===== src/rtl/VX_raster_pkg.sv =====
// Shared raster types: the stamp record, the packer state encoding and the
// lane-count helper used by the emitted-stamp performance counter.
package VX_raster_pkg;

  localparam int MAX_LANES = 32;

  typedef struct packed {
    logic [11:0] pos_x;
    logic [11:0] pos_y;
    logic [3:0]  mask;
    logic [7:0]  pid;
  } raster_stamp_t;

  typedef enum logic [1:0] {
    FILL,
    FLUSH,
    DONE
  } packer_state_t;

  // Number of set bits in a per-lane "mask is non-zero" vector.
  function automatic logic [5:0] lane_count(input logic [MAX_LANES-1:0] active);
    logic [5:0] n;
    n = '0;
    for (int i = 0; i < MAX_LANES; i++) begin
      n += 6'(active[i]);
    end
    return n;
  endfunction

endpackage


===== src/rtl/VX_raster_bus_if.sv =====
// Request channel from a rasterizer slice to the raster request arbiter:
// NUM_LANES stamps plus the slice's sticky done level.
interface VX_raster_bus_if
  import VX_raster_pkg::*;
  #(parameter int NUM_LANES = 4) ();

  typedef struct packed {
    raster_stamp_t [NUM_LANES-1:0] stamps;
    logic                          done;
  } req_data_t;

  logic      req_valid;
  req_data_t req_data;
  logic      req_ready;

  modport master (output req_valid, output req_data, input req_ready);
  modport slave  (input req_valid, input req_data, output req_ready);

endinterface


===== src/rtl/raster_stamp_packer.sv =====
// Packs NUM_LANES stamps per arbiter request, flushes the partial packet at
// end-of-stream and then holds done high until the next frame start.
module raster_stamp_packer
  import VX_raster_pkg::*;
#(
  parameter int NUM_LANES = 4,
  parameter int CTR_W     = 32
) (
  input  logic                 clk,
  input  logic                 reset,
  input  logic                 start,
  input  logic                 in_valid,
  input  raster_stamp_t        in_stamp,
  input  logic                 in_done,
  output logic                 in_ready,
  VX_raster_bus_if.master      bus_out_if,
  output logic [CTR_W-1:0]     perf_stamps
);

  localparam int SLOT_N = (NUM_LANES > 1) ? NUM_LANES - 1 : 1;
  localparam int CNT_W  = (NUM_LANES > 1) ? $clog2(NUM_LANES) : 1;
  localparam logic [CNT_W-1:0] LAST_IDX = CNT_W'(NUM_LANES - 1);

  packer_state_t                 state_reg, state_next;
  logic [CNT_W-1:0]              acc_count_reg, acc_count_next;
  raster_stamp_t                 slot_reg  [SLOT_N];
  raster_stamp_t                 slot_next [SLOT_N];
  raster_stamp_t [NUM_LANES-1:0] stamps_reg, stamps_next;
  raster_stamp_t [NUM_LANES-1:0] full_pkt, flush_pkt;
  logic                          req_valid_reg, req_valid_next;
  logic                          done_reg, done_next;
  logic [CTR_W-1:0]              perf_reg, perf_next;
  logic [MAX_LANES-1:0]          lane_active;
  logic                          out_free, out_fire, acc_full;

  assign out_fire = req_valid_reg & bus_out_if.req_ready;
  assign out_free = ~req_valid_reg | bus_out_if.req_ready;
  assign acc_full = (acc_count_reg == LAST_IDX);

  // Lane 0 is always the oldest stamp; the newest stamp bypasses the slots.
  for (genvar gi = 0; gi < NUM_LANES; gi++) begin : g_lane
    if (gi < NUM_LANES - 1) begin : g_slot
      assign full_pkt[gi]  = slot_reg[gi];
      assign flush_pkt[gi] = (CNT_W'(gi) < acc_count_reg) ? slot_reg[gi] : '0;
    end else begin : g_last
      assign full_pkt[gi]  = in_stamp;
      assign flush_pkt[gi] = '0;
    end
    assign lane_active[gi] = |stamps_reg[gi].mask;
  end
  if (NUM_LANES < MAX_LANES) begin : g_pad
    assign lane_active[MAX_LANES-1:NUM_LANES] = '0;
  end

  always_comb begin
    state_next     = state_reg;
    acc_count_next = acc_count_reg;
    slot_next      = slot_reg;
    stamps_next    = stamps_reg;
    req_valid_next = req_valid_reg;
    done_next      = done_reg;
    perf_next      = perf_reg;
    in_ready       = 1'b0;

    if (out_fire) begin
      req_valid_next = 1'b0;
      perf_next      = perf_reg + CTR_W'(lane_count(lane_active));
    end

    unique case (state_reg)
      FILL: begin
        in_ready = reset & (~acc_full | out_free);
        if (in_valid & in_ready) begin
          if (acc_full) begin
            stamps_next    = full_pkt;
            done_next      = 1'b0;
            req_valid_next = 1'b1;
            acc_count_next = '0;
          end else begin
            slot_next[acc_count_reg] = in_stamp;
            acc_count_next           = acc_count_reg + CNT_W'(1);
          end
        end else if (in_done & ~in_valid) begin
          state_next = FLUSH;
        end
      end
      FLUSH: begin
        if (out_free) begin
          stamps_next    = flush_pkt;
          done_next      = 1'b1;
          req_valid_next = 1'b1;
          acc_count_next = '0;
          state_next     = DONE;
        end
      end
      DONE: begin
        // A start that arrives while the final packet is still stalled is
        // dropped so the pending request data never changes under the arbiter.
        if (start & out_free) begin
          done_next  = 1'b0;
          state_next = FILL;
        end
      end
      default: state_next = FILL;
    endcase
  end

  always_ff @(posedge clk or negedge reset) begin
    if (!reset) begin
      state_reg     <= FILL;
      acc_count_reg <= '0;
      for (int i = 0; i < SLOT_N; i++) slot_reg[i] <= '0;
      stamps_reg    <= '0;
      req_valid_reg <= 1'b0;
      done_reg      <= 1'b0;
      perf_reg      <= '0;
    end else begin
      state_reg     <= state_next;
      acc_count_reg <= acc_count_next;
      for (int i = 0; i < SLOT_N; i++) slot_reg[i] <= slot_next[i];
      stamps_reg    <= stamps_next;
      req_valid_reg <= req_valid_next;
      done_reg      <= done_next;
      perf_reg      <= perf_next;
    end
  end

  assign bus_out_if.req_valid = req_valid_reg;
  assign bus_out_if.req_data  = {stamps_reg, done_reg};
  assign perf_stamps          = perf_reg;

endmodule


===== src/flat_wrapper.sv =====
// flat-port wrapper written by rule: the top's interface ports become plain ports
module raster_stamp_packer_flat import VX_raster_pkg::*;
#(
  parameter int NUM_LANES = 4,
  parameter int CTR_W     = 32
)
  (clk, reset, start, in_valid, in_stamp, in_done, in_ready, perf_stamps, bus_out_if_req_valid, bus_out_if_req_data, bus_out_if_req_ready);
  VX_raster_bus_if #(.NUM_LANES(NUM_LANES)) bus_out_if_i ();
  input  logic clk;
  input  logic reset;
  input  logic start;
  input  logic in_valid;
  input  raster_stamp_t in_stamp;
  input  logic in_done;
  output logic in_ready;
  output logic [CTR_W-1:0] perf_stamps;
  output wire logic [$bits(bus_out_if_i.req_valid)-1:0] bus_out_if_req_valid;
  output wire logic [$bits(bus_out_if_i.req_data)-1:0] bus_out_if_req_data;
  input wire logic [$bits(bus_out_if_i.req_ready)-1:0] bus_out_if_req_ready;
  assign bus_out_if_req_valid = bus_out_if_i.req_valid;
  assign bus_out_if_req_data = bus_out_if_i.req_data;
  assign bus_out_if_i.req_ready = bus_out_if_req_ready;
  raster_stamp_packer #(.NUM_LANES(NUM_LANES), .CTR_W(CTR_W)) u_core (.clk(clk), .reset(reset), .start(start), .in_valid(in_valid), .in_stamp(in_stamp), .in_done(in_done), .in_ready(in_ready), .bus_out_if(bus_out_if_i), .perf_stamps(perf_stamps));
endmodule

===== config.mk =====
export PLATFORM = sky130hd
export DESIGN_NAME = raster_stamp_packer_flat
export DESIGN_NICKNAME = d
export VERILOG_FILES = /design/src/rtl/VX_raster_pkg.sv /design/src/rtl/VX_raster_bus_if.sv /design/src/rtl/raster_stamp_packer.sv /design/src/flat_wrapper.sv
export SDC_FILE = /design/constraint.sdc
export NUM_CORES = 1
export LEC_CHECK = 0
export ABC_AREA = 1
export CORE_ASPECT_RATIO = 1.75
export CORE_UTILIZATION = 32
export DETAILED_ROUTE_END_ITERATION = 16
export GPL_TIMING_DRIVEN = 0
export SYNTH_ARGS = -nofsm -noshare
export SYNTH_HDL_FRONTEND = slang
export SYNTH_SLANG_ARGS = --single-unit

===== constraint.sdc =====
create_clock -name clk -period 7.1 [get_ports clk]
set_input_delay 1.065 -clock clk [delete_from_list [all_inputs] [get_ports clk]]
set_output_delay 1.065 -clock clk [all_outputs]
set_load 0.02 [all_outputs]

-- Word level (Yosys, flattened, before mapping)
Cells that the tools add are included.
- logic and storage cells: 106
- memories: 0
- latch bits: 0
- bits in writable memories: 0
- input port bits: 42
- bits in read-only memories: 0
- register bits: 290
- output and inout bits: 179
- shift-type cells: 0
- bitwise gates (word level): 11
- eq/ne operators: 9
- $mul: 0
- $lt $le $gt $ge: 5
- add/sub/neg operators: 5
- divide/modulo/power cells: 0
- reductions and logical operators: 13
- multiplexer cells: 30
- operator list (cell ; number):
    $mux W144 ; 3
    $pmux W144 S2 ; 1
    $mux W36 ; 4
    $bwmux W108 ; 1
    $demux W36 S2 ; 1
    $add A32 B6 Y32 ; 1
    $reduce_or A4 Y1 ; 4
    $mux W2 ; 7
    $add A6 B1 Y6 ; 2
    $ne A2 B1 Y1 const B ; 5
    $mux W1 ; 9
    $reduce_and A4 Y1 ; 2
    $pmux W2 S3 ; 1
    $reduce_and A3 Y1 ; 2
    $and A1 B1 Y1 ; 5
    $reduce_and A5 Y1 ; 1
    $eq A2 B2 Y1 const B ; 2
    $lt A1 B2 Y1 const A ; 2
    $pmux W2 S2 ; 1
    $ge A3 B3 Y1 const B ; 1
    $lt A3 B1 Y1 const B ; 1
    $not A1 Y1 ; 3
    $not A2 Y3 ; 1
    $pmux W1 S3 ; 1
    other kinds (11) ; 12

-- Logic depth before layout (Yosys ltp)
- depth in word-level cells: 7
- gate-level depth with buffers: 17

-- Worst setup path after synthesis
OpenSTA, ideal clock, no wires.
- path type: register to register
- start point: reg u_core.stamps_reg, in the netlist u_core.bus_out_if.req_data[10]
- end point: reg u_core.perf_reg[16], in the netlist u_core.perf_stamps[16]
- required time: 6.968 ns
- cell stages (with the launch flop): 16
- data arrival time: 3.192 ns
- path slack: 3.777 ns
- setup time: 0.132 ns
- clock period less this slack: 3.323 ns
- cells stage by stage: dfrtp_1 or4_1 ha_1 inv_1 fa_1 inv_1 ha_1 inv_1 fa_1 inv_1 nand3_1 nand2_1 nand2_1 nor2_1 nand2_1 xnor2_1
- longest elaborated chain between the ends: 5
- ends and longest elaborated chain (what ; line ; source):
    from (decl) ; raster_stamp_packer.sv:28 ; raster_stamp_t [NUM_LANES-1:0] stamps_reg, stamps_next;
    from (signal assigned) ; raster_stamp_packer.sv:121 ; stamps_reg <= stamps_next;
    $reduce_or A4 Y1 ; raster_stamp_packer.sv:49 ; assign lane_active[gi] = |stamps_reg[gi].mask;
    $add A1 B1 Y2 ; VX_raster_pkg.sv:25 ; n += 6'(active[i]);
    $add A6 B1 Y6 (2 in series) ; VX_raster_pkg.sv:25 ;
    $add A32 B6 Y32 ; raster_stamp_packer.sv:67 ; perf_next = perf_reg + CTR_W'(lane_count(lane_active));
    to (signal assigned) ; raster_stamp_packer.sv:124 ; perf_reg <= perf_next;
    to (decl) ; raster_stamp_packer.sv:32 ; logic [CTR_W-1:0] perf_reg, perf_next;
Every way passes these cells.
A chain may end at the register's enable or synchronous reset.

-- Final worst setup path
- start point: reg u_core.stamps_reg, in the netlist u_core.bus_out_if.req_data[120]
- end point: reg u_core.perf_reg[24], in the netlist u_core.perf_stamps[24]
- longest elaborated chain between the ends: 3
- ends and longest elaborated chain (what ; line):
    $reduce_or A4 Y1 ; raster_stamp_packer.sv:49
    $add A6 B1 Y6 ; VX_raster_pkg.sv:25
    $add A32 B6 Y32 ; raster_stamp_packer.sv:67
Every way passes these cells.

==> impl_metrics.py <==
metrics = {
    "synth": {
        "yosys.area_share.simple": 0.191,
        "yosys.area.top_type": "dfrtp_1",
        "synthArstFlopShare": 1.00,
        "synth-compound-area-share": 0.113,
        "synth_common_cells": "483 x nand2_1, 290 x dfrtp_1, 153 x o21ai_0",
        "ys_types": 29,
        "syn_area_per_cell_um2": 9.11,
        "synth_area_leaders": "dfrtp_1 61%, nand2_1 15%, o21ai_0 6.4%, o21ai_1 4.0%, inv_1 2.8%",
        "synthCells": 1316,
        "syn-cell-area_um2": 12000,
        "synth_top_family_by_area": "simple AND/OR/NAND/NOR gates",
        "syn_nets": 1370,
        "synth_edf_count": 0,
        "synth.mux.area_fraction": 0,
        "synth_warnings": 0,
        "synthAdderAreaFrac": 0.0138,
        "synth_ff_type": "dfrtp_1",
        "synth-xor-area-share": 0.0146,
        "yosys.area.top_type_share": 0.605,
        "seq_area_frac_synth": 0.605,
        "synth.most_common_cell": "nand2_1",
        "synth-seq-cells": 290,
    },
    "grt": {
        "use_met3": 0.0299,
        "grt_pass1_wl_um": 57700,
        "grt-busiest-layer": "met2",
        "grt_max_degree": 115,
        "grt_pass1_vias": 9921,
        "met1_usage": 0.215,
        "gr-total-overflow": 0,
        "antenna_found_initial": 0,
        "grt_usage": 0.200,
        "grt_util_met2": 0.366,
    },
    "setup_path": {
        "crit_chain": "nor4_1 -> fa_1 -> inv_1 -> ha_1 -> inv_1 -> fa_1 -> inv_1 -> nand3_1 -> nand2_1 -> nand2_1 -> nor2_1 -> nand3_1 -> nand2_1 -> nand2_1",
        "required_ns": 7.53,
        "slowest_delay_ns": 0.91,
        "cp_common_cell": "nand2_1",
        "arrival_ns": 4.43,
        "reg2reg_slack_ns": 3.10,
        "end_kind": "flop",
        "path_class": "reg -> reg",
        "start_kind": "flop",
        "cp_max_fo": 7,
        "critPathSlowestCell": "nor4_1",
    },
    "clocking": {
        "holdBufCountCts": 0,
        "cts_tree": "yes",
        "clockBufferDepth": 3,
        "cts_resized": 0,
        "htree_levels": 1,
        "numCtsBuffers": 27,
        "numClockSinks": 290,
        "clk_pin_slew_worst_paths_ns": 0.07,
        "postCtsSetupBuffers": 0,
        "clk_latency_ns": 0.56,
        "root_buffer": "clkbuf_16",
    },
    "sta": {
        "finalHoldViolations": 0,
        "slew_viol_final": 0,
        "fmax_mhz": 250,
        "period_share": 0.563,
        "finalSetupViolations": 0,
        "rsz0062_at_grt": "no",
        "timing.final.ws_setup_ns": 3.10,
        "max_slew.worst_pin.slew_ns": 1.07,
        "fin_crit_ns": 4.00,
        "finClkSkew_ns": 0.0205,
        "slew-limit-headroom": 0.282,
        "fin_hold_ws_ns": 0.462,
    },
    "die": {
        "die_h_um": 258,
        "std_cell_rows": 93,
        "die_w_um": 148,
        "fp.dieArea_um2": 38300,
        "pin_count": 221,
        "initial_core_util": 0.325,
        "core-area_um2": 36900,
    },
    "placed_design": {
        "port-buffer-count": 220,
        "gp_congestion": 0.919,
        "hpwl_um": 28400,
        "dp_cells": 2013,
        "post-place-ws_ns": 3.25,
    },
    "final_layout": {
        "layout.nets": 1621,
        "largest_reg_flops": 144,
        "final_cells": 2062,
        "syn_to_final_growth_pct": 31.2,
        "fillers": 3610,
        "drive_above_1_share": 0.0712,
        "antenna_cells": 0,
        "postLayoutCoreUtil": 0.427,
    },
    "power": {
        "p_total_w": 0.00708,
        "p_per_area_nw_per_um2": 450,
        "irDropWorstVdd_v": 0.000242,
        "leakage_nw": 7.46,
    },
    "detailed_routing": {
        "drt-initial-drc-count": 519,
        "vias_per_cell": 4.69,
        "route.vias.total": 9675,
        "ant_nets": 0,
        "finalWirelength_um": 37600,
        "dr.pass1.iters": 5,
        "wl_per_cell_um": 18.2,
        "drc": 0,
    },
    "run_status": {
        "outcome": "completed",
    },
    "flow_run": {
        "maxCapViolations": 0,
    },
    "min_path": {
        "hold_class": "in -> async",
    },
}
==> area by class of cell <==
type	instances	area [um^2]	share of cell area
timing repair buffer	222	2260	0.144
clock buffer	35	736	0.0468
inverter	93	349	0.0222
multi-input combinational	865	3980	0.253
clock inverter	14	153	0.00970
sequential	290	7260	0.461
buffer	68	405	0.0258
tap	475	594	0.0378
==> layout by cell type, fill, tap and decap left out, types with 2 or more instances in the layout <==
cell type	count
nand2_1	483
dfrtp_1	290
clkdlybuf4s50_1	219
o21ai_0	153
o21ai_1	96
inv_1	90
clkbuf_1	34
nor2_1	31
clkbuf_16	27
nand3_1	25
buf_2	18
buf_6	13
xnor2_1	12
nand4_1	10
o21ai_2	10
ha_1	10
clkinv_2	9
buf_4	8
xor2_1	8
nand2_2	6
inv_2	3
nor2_2	3
nor3_1	3
bufinv_16	3
clkbuf_8	3
or4_1	2
nor4_1	2
o211ai_1	2
nor2_4	2
nand3b_1	2
fa_1	2
inv_6	2
buf_16	2
==> worst max-delay path, delay by kind of cell (launching register included) <==
family | cells | cell delay, ns
adder cells (fa/ha/maj) | 3 | 1.08
flip-flops | 1 | 0.51
AND/OR/NAND/NOR | 8 | 2.07
buffers and inverters | 3 | 0.20
==> per-stage QoR <==
stage               instance area [um^2]  setup TNS (ns)
detailed placement                 14800               0
finish                             15700               0
floorplan                          12000               0
global route                       15700               0
CTS                                15700               0
global placement                   14800        -3912.61
==> per-layer routing <==
layer / up-vias / share of wire / wire length (um)
met1: 4639 / 0.37 / 13900
met4: 0 / 0.058 / 2200
li1: 4688 / - / -
met2: 259 / 0.53 / 19800
met5: - / 0 / 0
met3: 89 / 0.043 / 1630
==> where the power goes <==
| group | internal (W) | total [W] | leakage [nW] | switching [W] |
|---|---|---|---|---|
| clock network | 0.000842 | 0.00149 | 0.447 | 0.000646 |
| logic | 0.00118 | 0.00292 | 3.29 | 0.00174 |
| registers | 0.00228 | 0.00268 | 3.73 | 0.000401 |
| total | 0.00430 | 0.00708 | 7.46 | 0.00279 |
==> cell families after synthesis <==
family                   after synthesis
buffers and inverters                161
AO/OA/AOI/OAI                        261
AND/OR/NAND/NOR                      572
flip-flops                           290
XOR/XNOR                              20
adder cells (fa/ha/maj)               12
==> worst paths after layout <==
path / startpoint / to / depth (start not counted)
max: u_core.bus_out_if.req_data[120]$_DFFE_PN0P_ / u_core.perf_stamps[24]$_DFFE_PN0P_ / 14
max in group asynchronous: reset / u_core.bus_out_if.req_data[99]$_DFFE_PN0P_ / 3
max reg2reg: u_core.bus_out_if.req_data[120]$_DFFE_PN0P_ / u_core.perf_stamps[24]$_DFFE_PN0P_ / 14
min reg2reg: u_core.bus_out_if.req_data[29]$_DFFE_PN0P_ / u_core.bus_out_if.req_data[29]$_DFFE_PN0P_ / 2
min: reset / u_core.bus_out_if.req_data[111]$_DFFE_PN0P_ / 1
min in group clk: u_core.bus_out_if.req_data[29]$_DFFE_PN0P_ / u_core.bus_out_if.req_data[29]$_DFFE_PN0P_ / 2
No activity file was read; power rests on OpenSTA's default activity.
